==> config.mk <==
export PLATFORM = sky130hd
export DESIGN_NAME = glitch_monitor
export DESIGN_NICKNAME = d
export VERILOG_FILES = /design/src/rtl/glitch_monitor.sv
export SDC_FILE = /design/constraint.sdc
export NUM_CORES = 1
export LEC_CHECK = 0
export ABC_AREA = 1
export BUFFER_PORTS_ARGS = -buffer_cell sky130_fd_sc_hd__buf_4
export CAP_MARGIN = 10
export CORE_ASPECT_RATIO = 0.7
export CORE_MARGIN = 3
export CORE_UTILIZATION = 55
export CTS_BUF_LIST = sky130_fd_sc_hd__clkbuf_8
export CTS_CLUSTER_DIAMETER = 100
export DETAILED_ROUTE_END_ITERATION = 16
export GPL_ROUTABILITY_DRIVEN = 0
export MAX_ROUTING_LAYER = met4
export PLACE_DENSITY = 0.78
export SLEW_MARGIN = 30
export SYNTH_ARGS = -nofsm -noshare
export SYNTH_HDL_FRONTEND = slang
export SYNTH_SLANG_ARGS = --single-unit
==> constraint.sdc <==
create_clock -name clk -period 2.6 [get_ports clk]
set_clock_uncertainty 0.05 [all_clocks]
set_input_delay 0.39 -clock clk [delete_from_list [all_inputs] [get_ports clk]]
set_output_delay 0.39 -clock clk [all_outputs]
set_load 0.03 [all_outputs]
==> src/rtl/glitch_monitor.sv <==
// glitch_monitor: receiver for the ring-oscillator glitch sensor.
// Synchronizes the free-running sensor output and counts its rising edges
// over fixed windows of WINDOW clocks. Each window whose count falls outside
// LO_BOUND..HI_BOUND is a strike. STRIKES consecutive strikes raise `alarm`.
//
// Build option GLITCH_MON_STICKY_EN:
//   defined   - alarm latches; only clr, rst or en=0 clear it.
//   undefined - clr is ignored; the first clean window drops the alarm.
module glitch_monitor #(
    parameter int WINDOW   = 256,
    parameter int CNT_W    = 9,
    parameter int LO_BOUND = 20,
    parameter int HI_BOUND = 120,
    parameter int STRIKES  = 2,
    parameter int WARMUP   = 2
) (
    input  logic             clk,
    input  logic             rst,
    input  logic             en,
    input  logic             ro_in,
    input  logic             clr,
    output logic             count_valid,
    output logic [CNT_W-1:0] last_count,
    output logic             violation,
    output logic             alarm
);

    localparam int WIN_W  = (WINDOW > 1) ? $clog2(WINDOW) : 1;
    localparam int STR_W  = $clog2(STRIKES + 1);
    localparam int WARM_W = (WARMUP > 0) ? $clog2(WARMUP + 1) : 1;

    localparam logic [CNT_W-1:0] LO_B     = CNT_W'(LO_BOUND);
    localparam logic [CNT_W-1:0] HI_B     = CNT_W'(HI_BOUND);
    localparam logic [WIN_W-1:0] WIN_LAST = WIN_W'(WINDOW - 1);
    localparam logic [STR_W-1:0] STR_MAX  = STR_W'(STRIKES);

    typedef enum logic [1:0] {
        S_IDLE  = 2'd0,
        S_WARM  = 2'd1,
        S_RUN   = 2'd2,
        S_ALARM = 2'd3
    } state_t;

    state_t             state_q, state_d;
    logic               sync1_q, sync1_d;
    logic               sync2_q, sync2_d;
    logic               sync3_q, sync3_d;
    logic [WIN_W-1:0]   win_q, win_d;
    logic [CNT_W-1:0]   edge_cnt_q, edge_cnt_d;
    logic [WARM_W-1:0]  warm_cnt_q, warm_cnt_d;
    logic [STR_W-1:0]   strike_q, strike_d;
    logic               count_valid_q, count_valid_d;
    logic [CNT_W-1:0]   last_count_q, last_count_d;
    logic               violation_q, violation_d;
    logic               alarm_q, alarm_d;

    logic               edge_det;
    logic               terminal;
    logic [CNT_W-1:0]   cnt_final;
    logic               out_of_band;
    logic [STR_W-1:0]   strike_inc;
    logic               raise;

`ifndef GLITCH_MON_STICKY_EN
    // clr has no function when the alarm is self-clearing.
    logic unused_clr;
    assign unused_clr = clr;
`endif

    // Next-state computation for the synchronizer, counters, FSM and outputs.
    always_comb begin
        sync1_d       = ro_in;
        sync2_d       = sync1_q;
        sync3_d       = sync2_q;

        edge_det      = sync2_q & ~sync3_q;
        terminal      = (win_q == WIN_LAST);
        // Count including an edge that lands on the current cycle, saturating.
        cnt_final     = (edge_det && !(&edge_cnt_q)) ? edge_cnt_q + 1'b1 : edge_cnt_q;
        out_of_band   = (cnt_final < LO_B) || (cnt_final > HI_B);
        strike_inc    = (strike_q == STR_MAX) ? strike_q : strike_q + 1'b1;
        raise         = out_of_band && (strike_inc == STR_MAX);

        state_d       = state_q;
        win_d         = win_q;
        edge_cnt_d    = edge_cnt_q;
        warm_cnt_d    = warm_cnt_q;
        strike_d      = strike_q;
        count_valid_d = 1'b0;
        last_count_d  = last_count_q;
        violation_d   = 1'b0;
        alarm_d       = alarm_q;

        if (!en) begin
            // Disabling discards any partial window and clears the alarm.
            state_d    = S_IDLE;
            win_d      = '0;
            edge_cnt_d = '0;
            warm_cnt_d = '0;
            strike_d   = '0;
            alarm_d    = 1'b0;
        end else if (state_q == S_IDLE) begin
            state_d = (WARMUP == 0) ? S_RUN : S_WARM;
        end else begin
            // Measurement runs back-to-back in every active state.
            if (terminal) begin
                win_d         = '0;
                edge_cnt_d    = '0;
                count_valid_d = 1'b1;
                last_count_d  = cnt_final;
            end else begin
                win_d      = win_q + 1'b1;
                edge_cnt_d = cnt_final;
            end

            if (state_q == S_WARM) begin
                if (terminal) begin
                    if (int'(warm_cnt_q) + 1 >= WARMUP) begin
                        state_d    = S_RUN;
                        warm_cnt_d = '0;
                    end else begin
                        warm_cnt_d = warm_cnt_q + 1'b1;
                    end
                end
            end else if (terminal) begin
                violation_d = out_of_band;
                if (out_of_band) begin
                    strike_d = strike_inc;
                    if (raise) begin
                        state_d = S_ALARM;
                        alarm_d = 1'b1;
                    end
                end else begin
                    strike_d = '0;
`ifndef GLITCH_MON_STICKY_EN
                    if (state_q == S_ALARM) begin
                        state_d = S_RUN;
                        alarm_d = 1'b0;
                    end
`endif
                end
            end

`ifdef GLITCH_MON_STICKY_EN
            // A window that raises the alarm in the same cycle beats clr.
            if ((state_q == S_ALARM) && clr && !(terminal && raise)) begin
                state_d  = S_RUN;
                alarm_d  = 1'b0;
                strike_d = '0;
            end
`endif
        end
    end

    // State register with synchronous reset.
    always_ff @(posedge clk) begin
        if (rst) begin
            state_q       <= S_IDLE;
            sync1_q       <= 1'b0;
            sync2_q       <= 1'b0;
            sync3_q       <= 1'b0;
            win_q         <= '0;
            edge_cnt_q    <= '0;
            warm_cnt_q    <= '0;
            strike_q      <= '0;
            count_valid_q <= 1'b0;
            last_count_q  <= '0;
            violation_q   <= 1'b0;
            alarm_q       <= 1'b0;
        end else begin
            state_q       <= state_d;
            sync1_q       <= sync1_d;
            sync2_q       <= sync2_d;
            sync3_q       <= sync3_d;
            win_q         <= win_d;
            edge_cnt_q    <= edge_cnt_d;
            warm_cnt_q    <= warm_cnt_d;
            strike_q      <= strike_d;
            count_valid_q <= count_valid_d;
            last_count_q  <= last_count_d;
            violation_q   <= violation_d;
            alarm_q       <= alarm_d;
        end
    end

    assign count_valid = count_valid_q;
    assign last_count  = last_count_q;
    assign violation   = violation_q;
    assign alarm       = alarm_q;

endmodule

==> impl_metrics.tcl, run 1 <==
set metrics [dict create \
    layout-drive-gt1-share 0.237 \
    antennaDiodeCount 0 \
    fin_setup_tns_ps 0 \
    end_kind "flip-flop" \
    grt_pass1_wl_mm 6.97 \
    grt_pass1_vias 1600 \
    worst-r2r-setup-slack_ps 220 \
    synth.area.mux_share 0 \
    final-hold-violation-count 0 \
    initial_core_util 0.592 \
    critical_path_class "reg2reg" \
    syn_area_um2 1910 \
    ir_worst_vdd_mv 0.300 \
    synth_top_family_by_area "simple AND/OR/NAND/NOR gates" \
    worst_setup_path_start_kind "flip-flop" \
    die_y_um 55.3 \
    synth-edff-count 0 \
    ys.warnings.count 0 \
    overflow 0 \
    postRouteAntennaNets 0 \
    synth_top_flop_cell "dfxtp_1" \
    wl_per_cell_um 11.5 \
    syn_to_final_growth_pct 23.0 \
    n_fill_cell 260 \
    hpwl_mm 3.02 \
    regArea_um2 761 \
    relSlewSlack 0.550 \
    hold_buffers 0 \
    synth-seq-area-share 0.398 \
    synthAdderAreaFrac 0.0392 \
    setup_viol 0 \
    r2r-end "strike_q[0]" \
    outcome "finished, final reports clean" \
    drtPass1Iterations 4 \
    rows 17 \
    numCtsBuffers 5 \
    p_leak_nw 0.982 \
    fin_area_um2 2350 \
    synth.distinct_cells 31 \
    reg2regPathDepth 15 \
    vias 1767 \
    drtIter0Drc 90 \
    post_cts_buffers 0 \
    final_nets 314 \
    crit_path_max_incr_delay_ps 350 \
    post-route-period-util 0.916 \
    multiInputGateArea_um2 988 \
    crit_path_frequent_cell "nand3_2" \
    p_per_area_nw_per_um2 445 \
    drc 0 \
    drv_cap 0 \
    maxSlewViolCount 0 \
    via_per_inst 5.03 \
    min-delay-start "rst" \
    path_cells "ha_1 > nand3_2 > nor4_4 > ha_2 > buf_4 > nor2_8 > nand2_1 > nand2_1 > inv_1 > nand3_1 > nand3_2 > nand3_2 > buf_4 > a21oi_1 > a211oi_1" \
    worstPathRequired_ps 2720 \
    clk_path_buf_depth 2 \
    cts_tree "built" \
    max_freq_mhz 420 \
    min_period_ps 2380 \
    root_buffer "clkbuf_8" \
    clk_pin_slew_ps 70 \
    ys_ff_latch 38 \
    hold_path_class "in2reg" \
    final_cell_mix "nand2_1, inv_1, buf_4" \
    core_area_um2 3230 \
    htree_num_levels 2 \
    holdPathEnd "sync2_q" \
    cp.arrival_ps 2500 \
    synth_xor_xnor_area_share 0.00916 \
    io_buffers 15 \
    worstMarginPinSlew_ps 673 \
    synth-simple-area-share 0.328 \
    timing.rr.start "edge_cnt_q[0]" \
    synthCells 261 \
    cts.sinks 38 \
    rsz0062_at_grt "no" \
    layout_commonest_cell "nand2_1" \
    syn_area_per_cell_um2 7.33 \
    wl_mm 4.02 \
    syn_nets 272 \
    grt_start_max_net_pins 19 \
    clk_latency_ps 280 \
    die_width_um 76.5 \
    hold_depth 2 \
    place_area_um2 2240 \
    dieArea_um2 4230 \
    path_max_fanout 7 \
    synth_compound_area_frac 0.131 \
    worst_path_max_delay_cell "dfxtp_1" \
    async_flop_share 0 \
    ios 17 \
    track_usage 0.207 \
    antenna_found_initial 0 \
]
[layer usage]
layer	GRT usage	routed length, µm	vias to the layer above
li1	-	-	930
met1	0.292	2110	785
met2	0.300	1580	48
met3	0.0489	295	4
met4	0.0465	31	0
met5	-	0	-
[worst max path at each step]
| stage | cells after the start | to | startpoint | slack [ps] |
|---|---|---|---|---|
| after global routing | 16 | strike_q[0] | edge_cnt_q[0] | 10 |
| final | 15 | strike_q[0] | edge_cnt_q[0] | 220 |
| after floorplan | 14 | state_q[0] | edge_cnt_q[0] | 200 |
| after detailed placement | 15 | strike_q[0] | edge_cnt_q[0] | 190 |
| after global placement | 16 | state_q[0] | edge_cnt_q[0] | 210 |
| after CTS | 15 | strike_q[0] | edge_cnt_q[0] | 170 |
[stage by stage]
stage	worst slack, ps	utilization	cells	power, mW	hold WS, ps
floorplan	196	-	261	0.637	338
global placement	208	0.694	343	0.656	346
detailed placement	186	0.694	343	0.656	347
CTS	174	0.723	351	1.06	238
global route	13.6	0.728	351	1.09	235
finish	219	0.728	351	1.05	243
[area by class of cell]
type	count	area share
inverters	43	0.0686
flip-flops and latches	38	0.323
repair buffers	39	0.124
clock inverters	2	0.00372
well taps	47	0.0250
clock buffers	6	0.0351
multi-input cells	176	0.420
[flip-flops by register name (all words and copies together) (netlist names)]
name,flops
violation,1
state_q,2
strike_q,2
sync1_q,1
sync2_q,1
alarm,1
last_count,9
edge_cnt_q,9
count_valid,1
warm_cnt_q,2
win_q,8
sync3_q,1
[cell families after synthesis]
family,Yosys count
AOI/OAI and AO/OA,45
xor gates and xnor gates,2
adders and majority gates,6
buffers and inverters,47
DFF,38
and+or+nand+nor,123
[synth_stat cells, types with 3 or more instances]
library cell | instances | area [µm²]
a31oi_1 | 3 | 18.8
nand3_2 | 7 | 70.1
nand4_1 | 6 | 37.5
nor2_1 | 23 | 86.3
inv_1 | 38 | 143
nand2_1 | 58 | 218
ha_1 | 6 | 75.1
inv_2 | 3 | 11.3
o21ai_0 | 12 | 60.1
nand3_1 | 11 | 55.1
nor3b_1 | 3 | 22.5
dfxtp_1 | 38 | 761
nor2_2 | 4 | 25.0
nand2_2 | 4 | 25.0
a21oi_1 | 23 | 115
[repair_timing]
| item | 4_1_cts | 5_1_grt |
|---|---|---|
| endpoints found under the setup margin | 0 | 4 |
| endpoints found under the hold margin | 0 | 0 |
| gates resized for setup | 0 | 3 |
[critical path: cells and delay by family (launching register included)]
kind / cells / cell delay, ps
simple gates: 8 / 840
fa+ha+maj: 2 / 420
buf+inv: 3 / 410
flops: 1 / 350
compound gates: 2 / 210
[report_power, final]
part,switching (mW),total [mW],internal [mW]
Sequential,0.00280,0.588,0.586
Combinational,0.0367,0.0556,0.0188
Clock,0.194,0.403,0.210
Power figures use the tool's default switching activity.
==> run 2: changes to the inputs <==
Settings changed: CORE_MARGIN 3 to 2.
==> run 2 against run 1 <==
Effect of this change: global-route usage up 3.0 points; via count down 0.40%; clock power about the same; flip-flop and latch count unchanged; setup slack better by 19 ps; highest routed layer unchanged.
==> impl_metrics.tcl, run 2 (synthesis gave the netlist of run 1 again) <==
set metrics [dict create \
    wl_per_cell_um 11.2 \
    post-route-period-util 0.908 \
    layout-drive-gt1-share 0.237 \
    worstMarginPinSlew_ps 684 \
    end_kind "flip-flop" \
    syn_to_final_growth_pct 23.0 \
    track_usage 0.237 \
    min_period_ps 2360 \
    setup_viol 0 \
    vias 1760 \
    p_per_area_nw_per_um2 446 \
    post_cts_buffers 0 \
    relSlewSlack 0.543 \
    wl_mm 3.93 \
    drtPass1Iterations 4 \
    via_per_inst 5.01 \
    hpwl_mm 2.93 \
    initial_core_util 0.592 \
    io_buffers 15 \
    htree_num_levels 2 \
    final_nets 314 \
    ios 17 \
    worstPathRequired_ps 2740 \
    critical_path_class "reg2reg" \
    root_buffer "clkbuf_8" \
    die_width_um 74.5 \
    final_cell_mix "nand2_1, inv_1, buf_4" \
    grt_pass1_wl_mm 6.84 \
    dieArea_um2 3970 \
    die_y_um 53.3 \
    final-hold-violation-count 0 \
    core_area_um2 3230 \
    grt_start_max_net_pins 15 \
    antennaDiodeCount 0 \
    postRouteAntennaNets 0 \
    fin_util 0.728 \
    drv_cap 0 \
    cts_tree "built" \
    numCtsBuffers 5 \
    p_leak_nw 0.982 \
    layout_commonest_cell "nand2_1" \
    antenna_found_initial 0 \
    clk_pin_slew_ps 70 \
    worst_setup_path_start_kind "flip-flop" \
    outcome "finished, final reports clean" \
    rows 17 \
    clk_latency_ps 290 \
    grt_pass1_vias 1543 \
    ir_worst_vdd_mv 0.338 \
    clk_path_buf_depth 2 \
    path_max_fanout 7 \
    maxSlewViolCount 0 \
    drc 0 \
    overflow 0 \
    fin_hold_ws_ps 229 \
    cts.sinks 38 \
    finalWorstSetupSlack_ps 238 \
    drtIter0Drc 79 \
    max_freq_mhz 423 \
    dpl_worst_slack_ps 191 \
    hold_path_class "in2reg" \
    cp.arrival_ps 2500 \
]
-- run 2: cell counts in the layout (fill, tap and decap cells not counted) --
No cell type changed its count.
-- run 2: area by class of cell --
cell class	instances	area [µm²]
flip-flops and latches	38	761
fillers	266	880
multi-input cells	176	988
well taps	47	58.8
clock buffers	6	82.6
repair buffers	39	293
clock inverters	2	8.76
inverters	43	161
-- run 2: repair_timing --
item                       4_1_cts  5_1_grt
resized for setup                0        3
hold buffers                     0        0
setup endpoints to repair        0        3
-- run 2: final timing paths --
kind | startpoint | to | slack (ps) | cells past startpoint
min | rst | sync2_q | 230 | 2
max | edge_cnt_q[0] | state_q[0] | 240 | 15
max reg2reg | edge_cnt_q[0] | state_q[0] | 240 | 15
min reg2reg | sync1_q | sync2_q | 350 | 2
-- run 2: worst max-delay path, cell delays in order, from the launching register on --
cell,delay (ps)
dfxtp_1,330
ha_1,230
nand3_2,120
nor4_4,40
ha_2,190
buf_4,150
nor2_8,170
nand3_4,100
o21ai_2,140
nand2_1,110
nor2_2,130
nand3_2,140
a21oi_1,190
nand3_2,80
nand2_1,60
nor2_1,40
-- run 2: routing by layer --
layer | vias up | track usage | share of wire
met1 | 784 | 0.339 | 0.54
met4 | 0 | 0.0804 | 0.012
li1 | 929 | - | -
met5 | - | - | 0
met3 | 6 | 0.0629 | 0.065
met2 | 41 | 0.319 | 0.39
-- run 2: stage by stage --
stage | cells | power (mW) | setup TNS, ps | instance area (µm²)
detailed placement | 343 | 0.657 | 0 | 2240
finish | 351 | 1.05 | 0 | 2350
global route | 351 | 1.09 | -0.228 | 2350
global placement | 343 | 0.656 | 0 | 2240
floorplan | 261 | 0.637 | 0 | 1910
CTS | 351 | 1.06 | 0 | 2340
-- run 2: power breakdown --
group | leakage [nW] | internal [mW] | switching [mW] | total [mW]
sequential | 0.307 | 0.586 | 0.00305 | 0.589
combinational | 0.623 | 0.0188 | 0.0360 | 0.0547
clock | 0.0524 | 0.210 | 0.197 | 0.406
total | 0.982 | 0.814 | 0.236 | 1.05
==> run 3: changes to the inputs <==
Settings changed: CORE_UTILIZATION 55 to 66, PLACE_DENSITY 0.78 to 0.88.
Clock period 2.6 ns to 2.85 ns, I/O delays scaled along.
==> run 3 against run 2 <==
Effect of this change: power is 10% lower; setup slack worse by 41 ps; worst hold slack better by 60 ps; clock power is 13% lower; sequential share of layout area is 2.4 points higher; final cell count is 8.5% lower; design area is 6.5% lower; register-to-register slack worse by 40 ps; global-route usage is 3.6 points higher; first-iteration DRC count is 6.3% lower; critical path depth is 2 higher; wire length is 0.89% higher; critical endpoint unchanged.
==> impl_metrics.tcl, run 3 (synthesis gave the netlist of run 1 again) <==
set metrics [dict create \
    outcome "finished, final reports clean" \
    grt_pass1_vias 1473 \
    worstPathRequired_ps 2980 \
    setup_viol 0 \
    hpwl_mm 2.92 \
    fin_setup_tns_ps 0 \
    worst_setup_path_start_kind "flip-flop" \
    syn_to_final_growth_pct 15.0 \
    fin_util 0.790 \
    post_cts_buffers 0 \
    clk_pin_slew_ps 70 \
    die_width_um 68.4 \
    rows 16 \
    numCtsBuffers 5 \
    place_area_um2 2100 \
    track_usage 0.273 \
    maxSlewViolCount 0 \
    rsz0062_at_grt "no" \
    hold_path_class "in2reg" \
    cts_tree "built" \
    antennaDiodeCount 0 \
    relSlewSlack 0.563 \
    vias 1725 \
    path_max_fanout 8 \
    antenna_found_initial 0 \
    ios 17 \
    ir_worst_vdd_mv 0.348 \
    end_kind "flip-flop" \
    worst-r2r-setup-slack_ps 200 \
    drtIter0Drc 74 \
    cts.sinks 38 \
    postRouteAntennaNets 0 \
    dieArea_um2 3350 \
    clk_path_buf_depth 2 \
    root_buffer "clkbuf_8" \
    cp.arrival_ps 2780 \
    final_nets 297 \
    grt_pass1_wl_mm 6.51 \
    hold_buffers 0 \
    drtPass1Iterations 4 \
    finalWorstSetupSlack_ps 197 \
    io_buffers 15 \
    max_freq_mhz 377 \
    core_area_um2 2780 \
    layout-drive-gt1-share 0.200 \
    htree_num_levels 2 \
    critical_path_class "reg2reg" \
    drv_cap 0 \
    min_period_ps 2650 \
    overflow 0 \
    worstMarginPinSlew_ps 654 \
    fin_area_um2 2200 \
    p_leak_nw 0.870 \
    layout_commonest_cell "nand2_1" \
    p_per_area_nw_per_um2 428 \
    via_per_inst 5.37 \
    clk_latency_ps 280 \
    die_y_um 49.0 \
    wl_mm 3.96 \
    initial_core_util 0.688 \
    final_cell_mix "nand2_1, inv_1, dfxtp_1" \
    wl_per_cell_um 12.3 \
    post-route-period-util 0.931 \
    grt_start_max_net_pins 19 \
    dpl_worst_slack_ps 62.5 \
    final-hold-violation-count 0 \
    cts_resized 0 \
    drc 0 \
]
==> run 3: cell count changes in the layout (fill, tap and decap cells not counted) <==
cell,change
ha_2,+1
nor4_2,+1
nor4_4,-1
dfxtp_1,-2
buf_4,-17
ha_1,-1
inv_1,-1
clkinv_2,-1
dfxtp_2,+2
==> run 3: layout make-up <==
class | count | area [µm²]
sequential | 38 | 763
multi-input combinational | 176 | 982
clock buffer | 6 | 82.6
fill | 211 | 583
timing repair buffer | 22 | 165
inverter | 43 | 161
tap | 36 | 45.0
==> run 3: stage by stage <==
step	std cells	hold WS (ps)	power [mW]
6_report	321	289	0.941
3_3_place_gp	315	346	0.597
4_1_cts	321	287	0.944
3_5_place_dp	315	360	0.598
5_1_grt	321	282	0.973
2_1_floorplan	261	338	0.581
==> run 3: worst paths after layout <==
kind | to | from | depth (start not counted)
setup / recovery | state_q[0] | edge_cnt_q[0] | 17
hold / removal | sync2_q | rst | 2
setup reg to reg | state_q[0] | edge_cnt_q[0] | 17
hold reg to reg | sync2_q | sync1_q | 2
==> run 3: worst max-delay path, stage by stage (launching register included) <==
cell	delay, ps
dfxtp_2	380
ha_2	240
nand3_2	140
nor4_2	200
ha_2	300
inv_2	60
nand3_4	120
nand2_1	90
nand2_1	130
nand2_1	120
nor2_2	100
nand3_2	90
nand3_2	140
nand3_2	70
nand2_1	70
inv_2	40
a21oi_1	130
nor2_1	70
==> run 3: metal layers <==
| metal | track usage | share of wire | vias to the layer above |
|---|---|---|---|
| met5 | - | 0 | - |
| met4 | 0.0833 | 0.010 | 0 |
| met3 | 0.0785 | 0.057 | 6 |
| met2 | 0.377 | 0.43 | 44 |
| met1 | 0.385 | 0.51 | 781 |
| li1 | - | - | 894 |
==> run 3: report_power, final <==
| group | switching, mW | internal (mW) | leakage (nW) |
|---|---|---|---|
| Sequential | 0.00277 | 0.534 | 0.308 |
| Clock | 0.168 | 0.186 | 0.0431 |
| Combinational | 0.0331 | 0.0162 | 0.519 |
